===== config.mk =====
export PLATFORM = sky130hd
export DESIGN_NAME = branch_resolve_unit
export DESIGN_NICKNAME = d
export VERILOG_FILES = /design/src/rtl/branch_resolve_unit.sv
export SDC_FILE = /design/constraint.sdc
export NUM_CORES = 1
export LEC_CHECK = 0
export CORE_UTILIZATION = 35
export DETAILED_ROUTE_END_ITERATION = 8
export GPL_TIMING_DRIVEN = 1
export PLACE_DENSITY = 0.61
export SLEW_MARGIN = 20
export SYNTH_ARGS = -nofsm -noshare
export SYNTH_HDL_FRONTEND = slang
export SYNTH_SLANG_ARGS = --single-unit

===== constraint.sdc =====
create_clock -name clk -period 2.75 [get_ports clk]
set_clock_uncertainty 0.15 [all_clocks]
set_input_delay 0.55 -clock clk [delete_from_list [all_inputs] [get_ports clk]]
set_output_delay 0.55 -clock clk [all_outputs]
set_load 0.01 [all_outputs]

===== src/rtl/branch_resolve_unit.sv =====
// branch_resolve_unit
//   ID-stage control-flow resolver. It decodes branch and jump instructions and
//   drives the operands and a 3-bit compare code into the shared comparator. It
//   computes the target address and offers a redirect to IF over valid/ready.
//   While a redirect is pending, ID is stalled and IF is flushed.
//
// Ports
//   clk, rst_n        clock (rising edge), asynchronous active-low reset
//   id_valid          id_inst/id_pc hold a valid instruction
//   id_inst, id_pc    instruction in ID and its PC
//   rs1_data,rs2_data forwarded register operands
//   rs_hazard         operands not yet available
//   cmp_a, cmp_b      comparator operands (rs1_data, rs2_data)
//   cmp_ctrl          comparator code
//   cmp_c             comparator result (combinational, same cycle)
//   redirect_valid    registered redirect offer to IF
//   redirect_ready    IF accepts the redirect
//   redirect_pc       registered target PC
//   id_stall          hold ID/IF pipeline registers (combinational)
//   flush_if          squash the wrong-path instruction in IF
//   misalign_exc      one-cycle registered pulse for a misaligned taken target
//
// Optional build macro BRU_STATS_EN
//   Adds stat_branches and stat_taken (32-bit wrapping counters).
module branch_resolve_unit #(
  parameter int unsigned XLEN     = 32,           // only 32 is supported
  parameter logic [31:0] RESET_PC = 32'h0000_0000
) (
  input  logic            clk,
  input  logic            rst_n,
  input  logic            id_valid,
  input  logic [XLEN-1:0] id_inst,
  input  logic [XLEN-1:0] id_pc,
  input  logic [XLEN-1:0] rs1_data,
  input  logic [XLEN-1:0] rs2_data,
  input  logic            rs_hazard,
  output logic [XLEN-1:0] cmp_a,
  output logic [XLEN-1:0] cmp_b,
  output logic [2:0]      cmp_ctrl,
  input  logic            cmp_c,
  output logic            redirect_valid,
  input  logic            redirect_ready,
  output logic [XLEN-1:0] redirect_pc,
  output logic            id_stall,
  output logic            flush_if,
  output logic            misalign_exc
`ifdef BRU_STATS_EN
  ,
  output logic [31:0]     stat_branches,
  output logic [31:0]     stat_taken
`endif
);

  localparam logic [6:0] OP_BRANCH = 7'b1100011;
  localparam logic [6:0] OP_JAL    = 7'b1101111;
  localparam logic [6:0] OP_JALR   = 7'b1100111;

  typedef enum logic [1:0] {IDLE, WAIT_OPND, REDIRECT} state_t;
  state_t state;

  logic [6:0]      opcode;
  logic [2:0]      funct3;
  logic            is_br, is_jal, is_jalr, is_cf, needs_rs;
  logic [XLEN-1:0] imm_b, imm_j, imm_i, jalr_sum, target;
  logic            taken, eval, do_redirect, do_exc;

  assign opcode  = id_inst[6:0];
  assign funct3  = id_inst[14:12];
  assign is_br   = (opcode == OP_BRANCH);
  assign is_jal  = (opcode == OP_JAL);
  assign is_jalr = (opcode == OP_JALR);
  assign is_cf   = is_br | is_jal | is_jalr;
  // JAL has no register source, so it never waits on operands.
  assign needs_rs = is_br | is_jalr;

  assign cmp_a = rs1_data;
  assign cmp_b = rs2_data;

  // Reserved funct3 values 010/011 map to code 000. The comparator returns 0
  // for that code, so those branches resolve as not taken.
  always_comb begin
    cmp_ctrl = 3'b000;
    if (is_br) begin
      case (funct3)
        3'b000:  cmp_ctrl = 3'b001; // BEQ
        3'b001:  cmp_ctrl = 3'b010; // BNE
        3'b100:  cmp_ctrl = 3'b011; // BLT
        3'b101:  cmp_ctrl = 3'b101; // BGE
        3'b110:  cmp_ctrl = 3'b100; // BLTU
        3'b111:  cmp_ctrl = 3'b110; // BGEU
        default: cmp_ctrl = 3'b000;
      endcase
    end
  end

  assign imm_b = {{19{id_inst[31]}}, id_inst[31], id_inst[7], id_inst[30:25],
                  id_inst[11:8], 1'b0};
  assign imm_j = {{11{id_inst[31]}}, id_inst[31], id_inst[19:12], id_inst[20],
                  id_inst[30:21], 1'b0};
  assign imm_i = {{20{id_inst[31]}}, id_inst[31:20]};
  assign jalr_sum = rs1_data + imm_i;

  always_comb begin
    target = id_pc + imm_b;
    if (is_jal)       target = id_pc + imm_j;
    else if (is_jalr) target = {jalr_sum[XLEN-1:1], 1'b0};
  end

  assign taken = is_br ? cmp_c : (is_jal | is_jalr);

  // The same evaluation applies in IDLE and on the cycle WAIT_OPND sees the
  // hazard clear, because the held instruction is still on id_inst.
  assign eval        = id_valid && (state != REDIRECT) && !(needs_rs && rs_hazard);
  assign do_redirect = eval && is_cf && taken && (target[1:0] == 2'b00);
  assign do_exc      = eval && is_cf && taken && (target[1:0] != 2'b00);

  // The stall is released on the evaluation cycle. A not-taken branch then
  // leaves ID and is not evaluated a second time.
  always_comb begin
    case (state)
      IDLE:      id_stall = id_valid && needs_rs && rs_hazard;
      WAIT_OPND: id_stall = rs_hazard;
      REDIRECT:  id_stall = 1'b1;
      default:   id_stall = 1'b0;
    endcase
  end

  assign flush_if = (state == REDIRECT);

  always_ff @(posedge clk or negedge rst_n) begin
    if (!rst_n) begin
      state          <= IDLE;
      redirect_valid <= 1'b0;
      redirect_pc    <= RESET_PC;
      misalign_exc   <= 1'b0;
    end else begin
      misalign_exc <= do_exc;
      case (state)
        IDLE, WAIT_OPND: begin
          if (do_redirect) begin
            state          <= REDIRECT;
            redirect_valid <= 1'b1;
            redirect_pc    <= target;
          end else if (id_stall) begin
            state <= WAIT_OPND;
          end else begin
            state <= IDLE;
          end
        end
        REDIRECT: begin
          // redirect_pc keeps its value until IF takes it.
          if (redirect_ready) begin
            state          <= IDLE;
            redirect_valid <= 1'b0;
          end
        end
        default: begin
          state          <= IDLE;
          redirect_valid <= 1'b0;
        end
      endcase
    end
  end

`ifdef BRU_STATS_EN
  always_ff @(posedge clk or negedge rst_n) begin
    if (!rst_n) begin
      stat_branches <= '0;
      stat_taken    <= '0;
    end else begin
      if (eval && is_br)        stat_branches <= stat_branches + 32'd1;
      if (do_redirect && is_br) stat_taken    <= stat_taken + 32'd1;
    end
  end
`endif

endmodule


==> impl_metrics.yaml, run 1 <==
cts:
  tritoncts: "built"
  number_of_buffers_inserted_during_clock_tree_synthesis: 5
  maximum_number_of_buffers_from_clock_root_to_sink: 2
  cts_hold_repair.buffers: 0
  worst_path_clk_slew_ps: 60
  cts_sinks: 36
  clock_insertion_delay_worst_skew_ps: 290
  clock-root-buffer: "clkbuf_16"
  htree_levels: 2
route:
  vias_per_cell: 5.425
  ant_nets: 0
  drt_drc_violations_left: 0
  first_iteration_detailed_routing_drc_count: 564
  routed_wl_um: 29190
  num_vias: 8804
  routed_wire_length_per_instance_um: 17.98
  drt_pre_antenna_iters: 5
logic_synthesis:
  async_flop_share_pct: 100.0
  synth_seq_cells: 36
  netlist_area_pre_place_um2: 6855
  ys_flop_type: "dfrtp_1"
  postSynthNetCount: 1151
  yosysSeqAreaShare_pct: 13.14
  post_synth_num_cell_types: 68
  synth_area_per_inst_um2: 7.285
  syn_inst: 941
  ys.warnings.count: 0
  synth-edff-count: 0
floorplan:
  die_outline_height_um: 142.0
  ioPinCount: 237
  dieArea_um2: 20150
  chipWidth_um: 142.0
  placement_rows: 50
  fp.coreArea_um2: 18960
  floorplan.initialDensity_pct: 36.17
power_and_ir_drop:
  total_leakage_power_nw: 5.685
  cellPowerDensity_nw_per_um2: 301.8
  total_power_mw: 3.838
  irDropWorstVdd_mv: 0.2496
timing:
  max_freq_mhz: 338.3
  setup_viol_count_final: 15
  relative_slew_slack_pct: 40.44
  report.final.slew_viol_count: 0
  min_period_ps: 2956
  setup-tns-final_ps: -1470
  timing.final.hold_violations: 0
  tightestPinTransition_ps: 893.4
  grt_setup_unrepaired: "yes"
  final.period_utilization_pct: 107.5
  final.setup.worst_slack_ps: -205.7
critical_path:
  worstPathRequired_ps: 2770
  cp-end-kind: "flip-flop"
  critical_path.startpoint: "id_inst[21]"
  cpPeakStageDelay_ps: 380
  worstRegToRegCells: 8
  arrival_time_at_the_worst_endpoint_ps: 2970
  rr_endpoint: "redirect_pc[27]"
  timing.critical_path.to: "redirect_pc[12]"
  crit_path_top_delay_cell: "fa_2"
  critical_path.cell_chain: "buf_6, buf_6, fa_2, a21o_1, a311oi_2, o21ai_2, buf_4, a21o_1, a21oi_2, o21ai_1, xor2_1, a222oi_1, a21oi_1"
  cp_max_fo: 3
  timing.rr.start: "state[1]"
  worst-r2r-setup-slack_ps: 420
  path_class: "input pin to flip-flop"
  crit_path_start_kind: "input pin"
placement:
  placed_area_um2: 10600
  detailed_place_hpwl_um: 21930
  dpl_worst_slack_ps: -954.8
  gpl.final_weighted_congestion: 0.9663
  io_buffer_count: 172
cells_and_area:
  fillCellCount: 1506
  share_of_cells_above_drive_strength_1_pct: 45.49
  area.sequential_um2: 900.9
  fin_nets: 1572
  n_antenna_cell: 0
  finish.instance_area_um2: 12710
  syn2layout_area_growth_pct: 85.47
  multi_input_comb_area_um2: 6749
run_status:
  result_of_the_run: "finished with violations"
  violations: "setup timing"
global_routing:
  globalRoute.totalOverflow: 0
  grt_util_all_layers_pct: 27.67
  grt_pass1_vias: 8301
  grt_first_pass_wirelength_um: 43640
  grt_antenna_before_repair: 0
  grt_max_degree: 37
worst_hold_path:
  hold_path_class: "input pin to async pin"
job:
  cap_violations: 0
[placed cells by master (no fill, tap or decap), types with 8 or more instances in the layout]
cell type	synthesis	final
xor2_1	25	24
o21ai_0	64	27
nor2_1	82	78
o21ai_2	0	13
dlygate4sd2_1	0	27
a21oi_2	0	30
ha_4	0	39
o21ai_1	1	23
a21o_1	43	43
dfrtp_1	36	36
buf_4	65	311
nor2b_1	11	10
o21a_1	9	9
clkdlybuf4s50_1	0	96
ha_1	73	28
inv_1	21	16
buf_6	1	35
dlymetal6s2s_1	0	9
a21oi_1	95	60
nand2_2	0	8
nand4_1	15	15
or3_1	11	10
clkbuf_2	0	13
mux2i_1	16	13
a31oi_1	17	10
xnor2_1	28	23
o211ai_1	15	15
nand2b_1	10	9
nand2_1	80	70
nor3_1	18	12
nand3_1	26	20
[cell families (layout without fill, tap and decap cells)]
kind of cell	after synthesis	count (layout)	synth area share, %
muxes	16	16	2.336
xor gates and xnor gates	53	53	6.771
DFF	36	36	13.14
AOI/OAI and AO/OA	337	337	31.96
and+or+nand+nor	295	295	20.84
buffers and inverters	128	550	10.75
adders and majority gates	76	76	14.20
[critical path, delay by kind of cell]
family	cells	cell delay [ps]
compound gates	8	1470
xor+xnor	1	200
fa+ha+maj	1	380
buf+inv	3	360
[sequential cells by signal, indices dropped and copies added (netlist names)]
name            flops
redirect_valid      1
redirect_pc        32
misalign_exc        1
state               2
[how the worst min path moves through the flow]
stage,startpoint,end,cells past startpoint
2_1_floorplan,rst_n,misalign_exc,0
6_report,rst_n,redirect_pc[18],1
3_5_place_dp,redirect_pc[9],redirect_pc[9],1
3_3_place_gp,redirect_pc[9],redirect_pc[9],1
4_1_cts,rst_n,redirect_pc[18],1
5_1_grt,rst_n,redirect_pc[18],1
[per-layer routing]
layer  track usage (%)  vias to the layer above  part of all wire, %
met3             3.769                       48                  6.7
li1                  -                     4285                    -
met4             7.583                        0                  2.3
met2             44.78                      348                   45
met5                 0                        -                    0
met1             38.33                     4123                   46
[layout make-up]
class                   count  area share [%]
repair buffers            520           35.39
multi-input cells         777           53.08
flip-flops and latches     36           7.085
well taps                 260           2.559
inverters                  22          0.6888
clock buffers               6           1.092
clock inverters             2          0.1082
[synthesized netlist by cell type, types with 15 or more instances]
cell type  number  area, um^2
nor3_1         18       90.09
buf_4          65       488.0
clkbuf_1       38       142.6
a31oi_1        17       106.4
ha_1           73       913.4
o211ai_1       15       112.6
nor2_1         82       307.8
a21oi_1        95       475.5
nand2_1        80       300.3
xnor2_1        28       245.2
o21ai_0        64       320.3
dfrtp_1        36       900.9
a21o_1         43       322.8
nand4_1        15       93.84
mux2i_1        16       160.2
nand3_1        26       130.1
inv_1          21       78.83
xor2_1         25       219.0
[power by group]
part           leakage, nW  switching (mW)  internal, mW  total, mW
logic                 5.11            1.26          1.37       2.63
registers            0.495          0.0262         0.565      0.591
clock network       0.0772           0.252         0.363      0.615
[through the flow]
| step | std cells | hold WS, ps | util [%] |
|---|---|---|---|
| floorplan | 941 | 104.4 | - |
| global placement | 1559 | 313.1 | 55.90 |
| detailed placement | 1559 | 314.9 | 55.90 |
| CTS | 1601 | 255.3 | 62.91 |
| global route | 1623 | 306.0 | 67.08 |
| finish | 1623 | 236.2 | 67.08 |
[what timing repair did]
| item | CTS | global route |
|---|---|---|
| pin swaps | 122 | 127 |
| buffers inserted | 34 | 26 |
| gates resized for setup | 338 | 156 |
| endpoints found under the setup margin | 37 | 33 |
| endpoints found under the hold margin | 0 | 0 |
| gates cloned | 3 | 0 |
Power figures use the tool's default switching activity.
==> inputs of run 2 (changes only) <==
CTS_BUF_LIST = sky130_fd_sc_hd__clkbuf_4   (was default)
==> run 2 against run 1 <==
The flow still finishes with violations (setup timing). First-iteration DRC count grew 22%. Global-route usage shrank 0.60 points. Register-to-register slack lost 70 ps. Maximum frequency grew 5.1%. Die area is the same. Worst setup slack gained 140 ps. Total power shrank 13%. Non-clock buffer count shrank 21. Utilization shrank 4.4 points. Via count shrank 1.8%. Critical path type unchanged. Highest routed layer unchanged.
==> impl_metrics.yaml, run 2 (synthesis results as in run 1) <==
run_status:
  result_of_the_run: "finished with violations"
  violations: "setup timing"
power_and_ir_drop:
  combPwrFrac_pct: 72.8
  total_power_mw: 3.350
  sw_share_pct: 42.58
  clock_power_share_pct: 9.6
  cellPowerDensity_nw_per_um2: 282.0
  irDropWorstVdd_mv: 0.1467
  netSwitchingPower_mw: 1.427
  cellInternalPower_mw: 1.924
  total_leakage_power_nw: 5.393
  share_seq_of_total_power_pct: 17.6
cts:
  clock_insertion_delay_worst_skew_ps: 380
  clock-root-buffer: "clkbuf_4"
  cts_sinks: 36
  tritoncts: "built"
  number_of_buffers_inserted_during_clock_tree_synthesis: 5
  htree_levels: 2
  worst_path_clk_slew_ps: 130
  maximum_number_of_buffers_from_clock_root_to_sink: 2
cells_and_area:
  registers.top_by_ff_count: "redirect_pc"
  final_common_cell: "buf_4"
  most_used_cells_in_the_layout_excluding_fill_and_tap_cells: "buf_4, clkdlybuf4s50_1, nor2_1"
  fin_nets: 1551
  post-route-util_pct: 62.68
  share_of_cells_above_drive_strength_1_pct: 40.39
  finish.instance_area_um2: 11880
  syn2layout_area_growth_pct: 73.32
  fillCellCount: 1651
  biggestRegsByFlops: "redirect_pc: 32 flops, state: 2 flops"
  largest_register_ffs: 32
placement:
  gpl.final_weighted_congestion: 0.9663
  detailed_place_hpwl_um: 21930
  io_buffer_count: 172
  placed_area_um2: 10600
floorplan:
  chipWidth_um: 142.0
  fp.coreArea_um2: 18960
  floorplan.initialDensity_pct: 36.17
  placement_rows: 50
  die_outline_height_um: 142.0
  dieArea_um2: 20150
  ioPinCount: 237
timing:
  max_freq_mhz: 355.7
  min_period_ps: 2811
  relative_slew_slack_pct: 40.75
  final.setup.worst_slack_ps: -60.97
  report.final.slew_viol_count: 0
  grt_setup_unrepaired: "yes"
  setup-tns-final_ps: -347.9
  tightestPinTransition_ps: 888.8
  timing.final.hold_violations: 0
  setup_viol_count_final: 9
  final.period_utilization_pct: 102.2
route:
  met2_wirelength_um: 12390
  highest-signal-layer: "met4"
  drt_pre_antenna_iters: 5
  met3_wirelength_um: 1965
  vias_per_cell: 5.391
  routed_wl_um: 28000
  num_vias: 8642
  routed_wire_length_per_instance_um: 17.47
  met1_length_um: 12990
  drt_drc_violations_left: 0
  first_iteration_detailed_routing_drc_count: 689
  ant_nets: 0
global_routing:
  grt_max_degree: 37
  grt_first_pass_wirelength_um: 42750
  grt_util_all_layers_pct: 27.07
  globalRoute.totalOverflow: 0
  grt_antenna_before_repair: 1
  grt_pass1_vias: 8079
critical_path:
  worstPathRequired_ps: 2870
  worst-r2r-setup-slack_ps: 350
  arrival_time_at_the_worst_endpoint_ps: 2930
  crit_path_start_kind: "input pin"
  cp-end-kind: "flip-flop"
  timing.rr.start: "state[1]"
  critical_path.startpoint: "rs1_data[0]"
  path_class: "input pin to flip-flop"
  cp_max_fo: 3
  worstRegToRegCells: 8
  rr_endpoint: "redirect_pc[27]"
job:
  cap_violations: 0
worst_hold_path:
  hold_path_class: "input pin to async pin"
-- run 2: cell count changes in the layout (fill, tap and decap cells not counted), moves of 9 or more --
cell	delta
o21ai_0	+9
ha_4	-12
o21ai_1	-10
a21oi_1	+12
ha_1	+12
buf_6	-14
a21oi_2	-11
clkdlybuf4s50_1	+9
-- run 2: cell type report --
| cell class | count | area [um^2] | share of cell area (%) |
|---|---|---|---|
| timing repair buffer | 499 | 4175 | 35.14 |
| inverter | 22 | 87.58 | 0.7372 |
| tap | 260 | 325.3 | 2.738 |
| sequential | 36 | 900.9 | 7.582 |
| antenna | 1 | 2.502 | 0.02106 |
| multi-input combinational | 777 | 6335 | 53.32 |
| clock inverter | 3 | 17.52 | 0.1474 |
| clock buffer | 5 | 37.54 | 0.3159 |
-- run 2: power groups by stage --
stage          clock network (mW)  registers, mW  logic, mW
2_1_floorplan                   0          0.611       1.10
3_3_place_gp                    0          0.600       2.06
3_5_place_dp                    0          0.600       2.08
4_1_cts                     0.325          0.590       2.27
5_1_grt                     0.348          0.593       2.62
6_report                    0.321          0.590       2.44
-- run 2: timing repair --
| action | 4_1_cts | 5_1_grt |
|---|---|---|
| setup endpoints to repair | 36 | 27 |
| resized for setup | 254 | 95 |
| setup buffers | 24 | 11 |
| gates cloned | 1 | 0 |
| pin swaps | 102 | 76 |
| hold buffers | 0 | 0 |
-- run 2: how the worst max path moves through the flow --
stage | to | cells after the start
detailed placement | redirect_pc[26] | 13
floorplan | redirect_pc[31] | 9
global placement | redirect_pc[29] | 13
global route | redirect_pc[12] | 13
finish | redirect_pc[12] | 13
CTS | redirect_pc[27] | 11
-- run 2: per-stage QoR --
step	hold WS (ps)	setup slack (ps)	instances
global placement	313.1	-901.5	1559
detailed placement	314.9	-954.8	1559
finish	125.4	-60.97	1603
floorplan	104.4	-169.3	941
global route	187.0	-164.4	1603
CTS	138.9	-64.98	1591
-- run 2: critical path, cell delays in order --
cell and delay, ps:
buf_6 90, and2_4 150, fa_2 380, a21o_1 230, a311oi_2 260, o21ai_2 130, buf_4 160, a21o_1 160
a21oi_2 150, o21ai_1 80, xor2_1 180, a222oi_1 300, a21oi_1 110
-- run 2: per-layer routing --
layer	track usage [%]	up-vias
li1	-	4234
met1	39.08	3999
met2	42.78	358
met3	2.423	51
met4	7.414	0
met5	0	-
==> inputs of run 3 (changes only) <==
--- a/constraint.sdc
+++ b/constraint.sdc
@@ -4,2 +4,2 @@
 set_output_delay 0.55 -clock clk [all_outputs]
-set_load 0.01 [all_outputs]
+set_load 0.05 [all_outputs]
==> run 3 against run 2 <==
The run still ends with setup timing left. Critical path depth decreased by 1. Die area did not move. First-iteration DRC count fell by 9.3%. Clock power rose by 3%. Hold slack got worse by 6.6 ps. Combinational power is 8.2% higher. Flip-flop and latch count is the same. Highest routed layer unchanged.
==> impl_metrics.yaml, run 3 (synthesis results as in run 1) <==
run_status:
  result_of_the_run: "finished with violations"
  violations: "setup timing"
critical_path:
  worst-r2r-setup-slack_ps: 170
  crit_path_top_delay_cell: "fa_2"
  timing.rr.start: "state[1]"
  cp-end-kind: "flip-flop"
  path_class: "input pin to flip-flop"
  cp_max_fo: 4
  arrival_time_at_the_worst_endpoint_ps: 2980
  worstRegToRegCells: 10
  crit_path_start_kind: "input pin"
  critPathBufInv: 1
  rr_endpoint: "redirect_pc[25]"
  path_delay_family: "compound AO/OA/AOI/OAI gates"
  cpPeakStageDelay_ps: 350
  critical_path.cell_chain: "buf_6, and2_4, fa_2, a21o_1, a311oi_2, o21ai_2, o211ai_1, a211oi_2, or3_1, a21oi_2, or3_4, a41oi_2"
  worstPathRequired_ps: 2860
cells_and_area:
  share_of_cells_above_drive_strength_1_pct: 44.26
  syn2layout_area_growth_pct: 74.96
  finish.instance_area_um2: 11990
  fin_nets: 1542
  registers.top_by_ff_count: "redirect_pc"
  biggestRegsByFlops: "redirect_pc: 32 flops, state: 2 flops"
  largest_register_ffs: 32
  final_common_cell: "buf_4"
  most_used_cells_in_the_layout_excluding_fill_and_tap_cells: "buf_4, nor2_1, nand2_1"
power_and_ir_drop:
  total_leakage_power_nw: 5.473
  share_seq_of_total_power_pct: 16.6
  sw_share_pct: 46.07
  total_power_mw: 3.566
  cellInternalPower_mw: 1.923
  netSwitchingPower_mw: 1.643
  cellPowerDensity_nw_per_um2: 297.3
  irDropWorstVdd_mv: 0.1609
  clock_power_share_pct: 9.3
  combPwrFrac_pct: 74.1
timing:
  timing.final.hold_violations: 0
  min_period_ps: 2875
  relative_slew_slack_pct: 40.45
  setup_viol_count_final: 5
  max_freq_mhz: 347.9
  final.hold.worst_slack_ps: 118.9
  tightestPinTransition_ps: 893.3
  final.setup.worst_slack_ps: -124.7
  grt_setup_unrepaired: "yes"
  final.period_utilization_pct: 104.5
  report.final.slew_viol_count: 0
floorplan:
  floorplan.initialDensity_pct: 36.17
  placement_rows: 50
  die_outline_height_um: 142.0
  chipWidth_um: 142.0
  dieArea_um2: 20150
  fp.coreArea_um2: 18960
  ioPinCount: 237
global_routing:
  grt_antenna_before_repair: 1
  grt_max_degree: 37
  grt_util_all_layers_pct: 27.67
  grt_first_pass_wirelength_um: 43690
  globalRoute.totalOverflow: 0
  grt_pass1_vias: 8456
route:
  first_iteration_detailed_routing_drc_count: 625
  routed_wl_um: 28540
  drt_pre_antenna_iters: 5
  vias_per_cell: 5.455
  ant_nets: 0
  drt_drc_violations_left: 0
  num_vias: 8695
  routed_wire_length_per_instance_um: 17.91
cts:
  cts_sinks: 36
  number_of_buffers_inserted_during_clock_tree_synthesis: 5
  clock-root-buffer: "clkbuf_4"
  clock_insertion_delay_worst_skew_ps: 380
  tritoncts: "built"
  worst_path_clk_slew_ps: 140
  cts_hold_repair.buffers: 0
  htree_levels: 2
  maximum_number_of_buffers_from_clock_root_to_sink: 2
placement:
  gpl.final_weighted_congestion: 0.9469
  detailed_place_hpwl_um: 22170
  placed_area_um2: 10580
  io_buffer_count: 172
job:
  cap_violations: 0
worst_hold_path:
  hold_path_class: "input pin to async pin"
==> run 3: worst max-delay path by stage <==
stage / from / endpoint / slack, ps / cells past startpoint
floorplan: id_inst[20] / redirect_pc[24] / -120 / 11
global placement: id_inst[22] / redirect_pc[27] / -1000 / 12
detailed placement: id_inst[22] / redirect_pc[31] / -1090 / 12
CTS: rs1_data[0] / redirect_pc[30] / -150 / 13
global route: rs1_data[0] / redirect_pc[24] / -210 / 12
finish: rs1_data[0] / redirect_pc[24] / -120 / 12
==> run 3: per-layer routing <==
layer / share of wire [%] / wire, um / vias up / GRT usage, %
met1: 46 / 13020 / 4126 / 37.35
met4: 2.7 / 769 / 0 / 10.07
li1: - / - / 4232 / -
met2: 45 / 12940 / 290 / 44.65
met3: 6.3 / 1807 / 47 / 4.038
met5: 0 / 0 / - / 0
==> run 3: final cells by class <==
| type | instances | area (um^2) |
|---|---|---|
| fillers | 1652 | 6962 |
| multi-input cells | 777 | 6511 |
| repair buffers | 490 | 4111 |
| flip-flops and latches | 36 | 900.9 |
| well taps | 260 | 325.3 |
| inverters | 22 | 87.58 |
| clock buffers | 5 | 37.54 |
| clock inverters | 3 | 17.52 |
| diodes | 1 | 2.502 |
==> run 3: through the flow <==
stage	util [%]	worst slack, ps	std cells	setup TNS (ps)
CTS	60.15	-150.4	1585	-559.0
floorplan	-	-116.9	941	-396.5
global placement	55.84	-1002	1557	-26590
global route	63.27	-206.0	1594	-1011
detailed placement	55.84	-1091	1557	-28680
finish	63.27	-124.7	1594	-369.2
==> run 3: power by group through the flow <==
stage	combinational [mW]	sequential (mW)	clock (mW)
2_1_floorplan	1.27	0.719	0
3_3_place_gp	2.25	0.603	0
3_5_place_dp	2.27	0.603	0
4_1_cts	2.46	0.593	0.336
5_1_grt	2.82	0.597	0.353
6_report	2.64	0.593	0.330
==> run 3: repair_timing <==
item                       in CTS  in global routing
gates resized for setup       232                158
pin swaps                      85                 83
setup endpoints to repair      36                 33
buffers inserted               21                 11
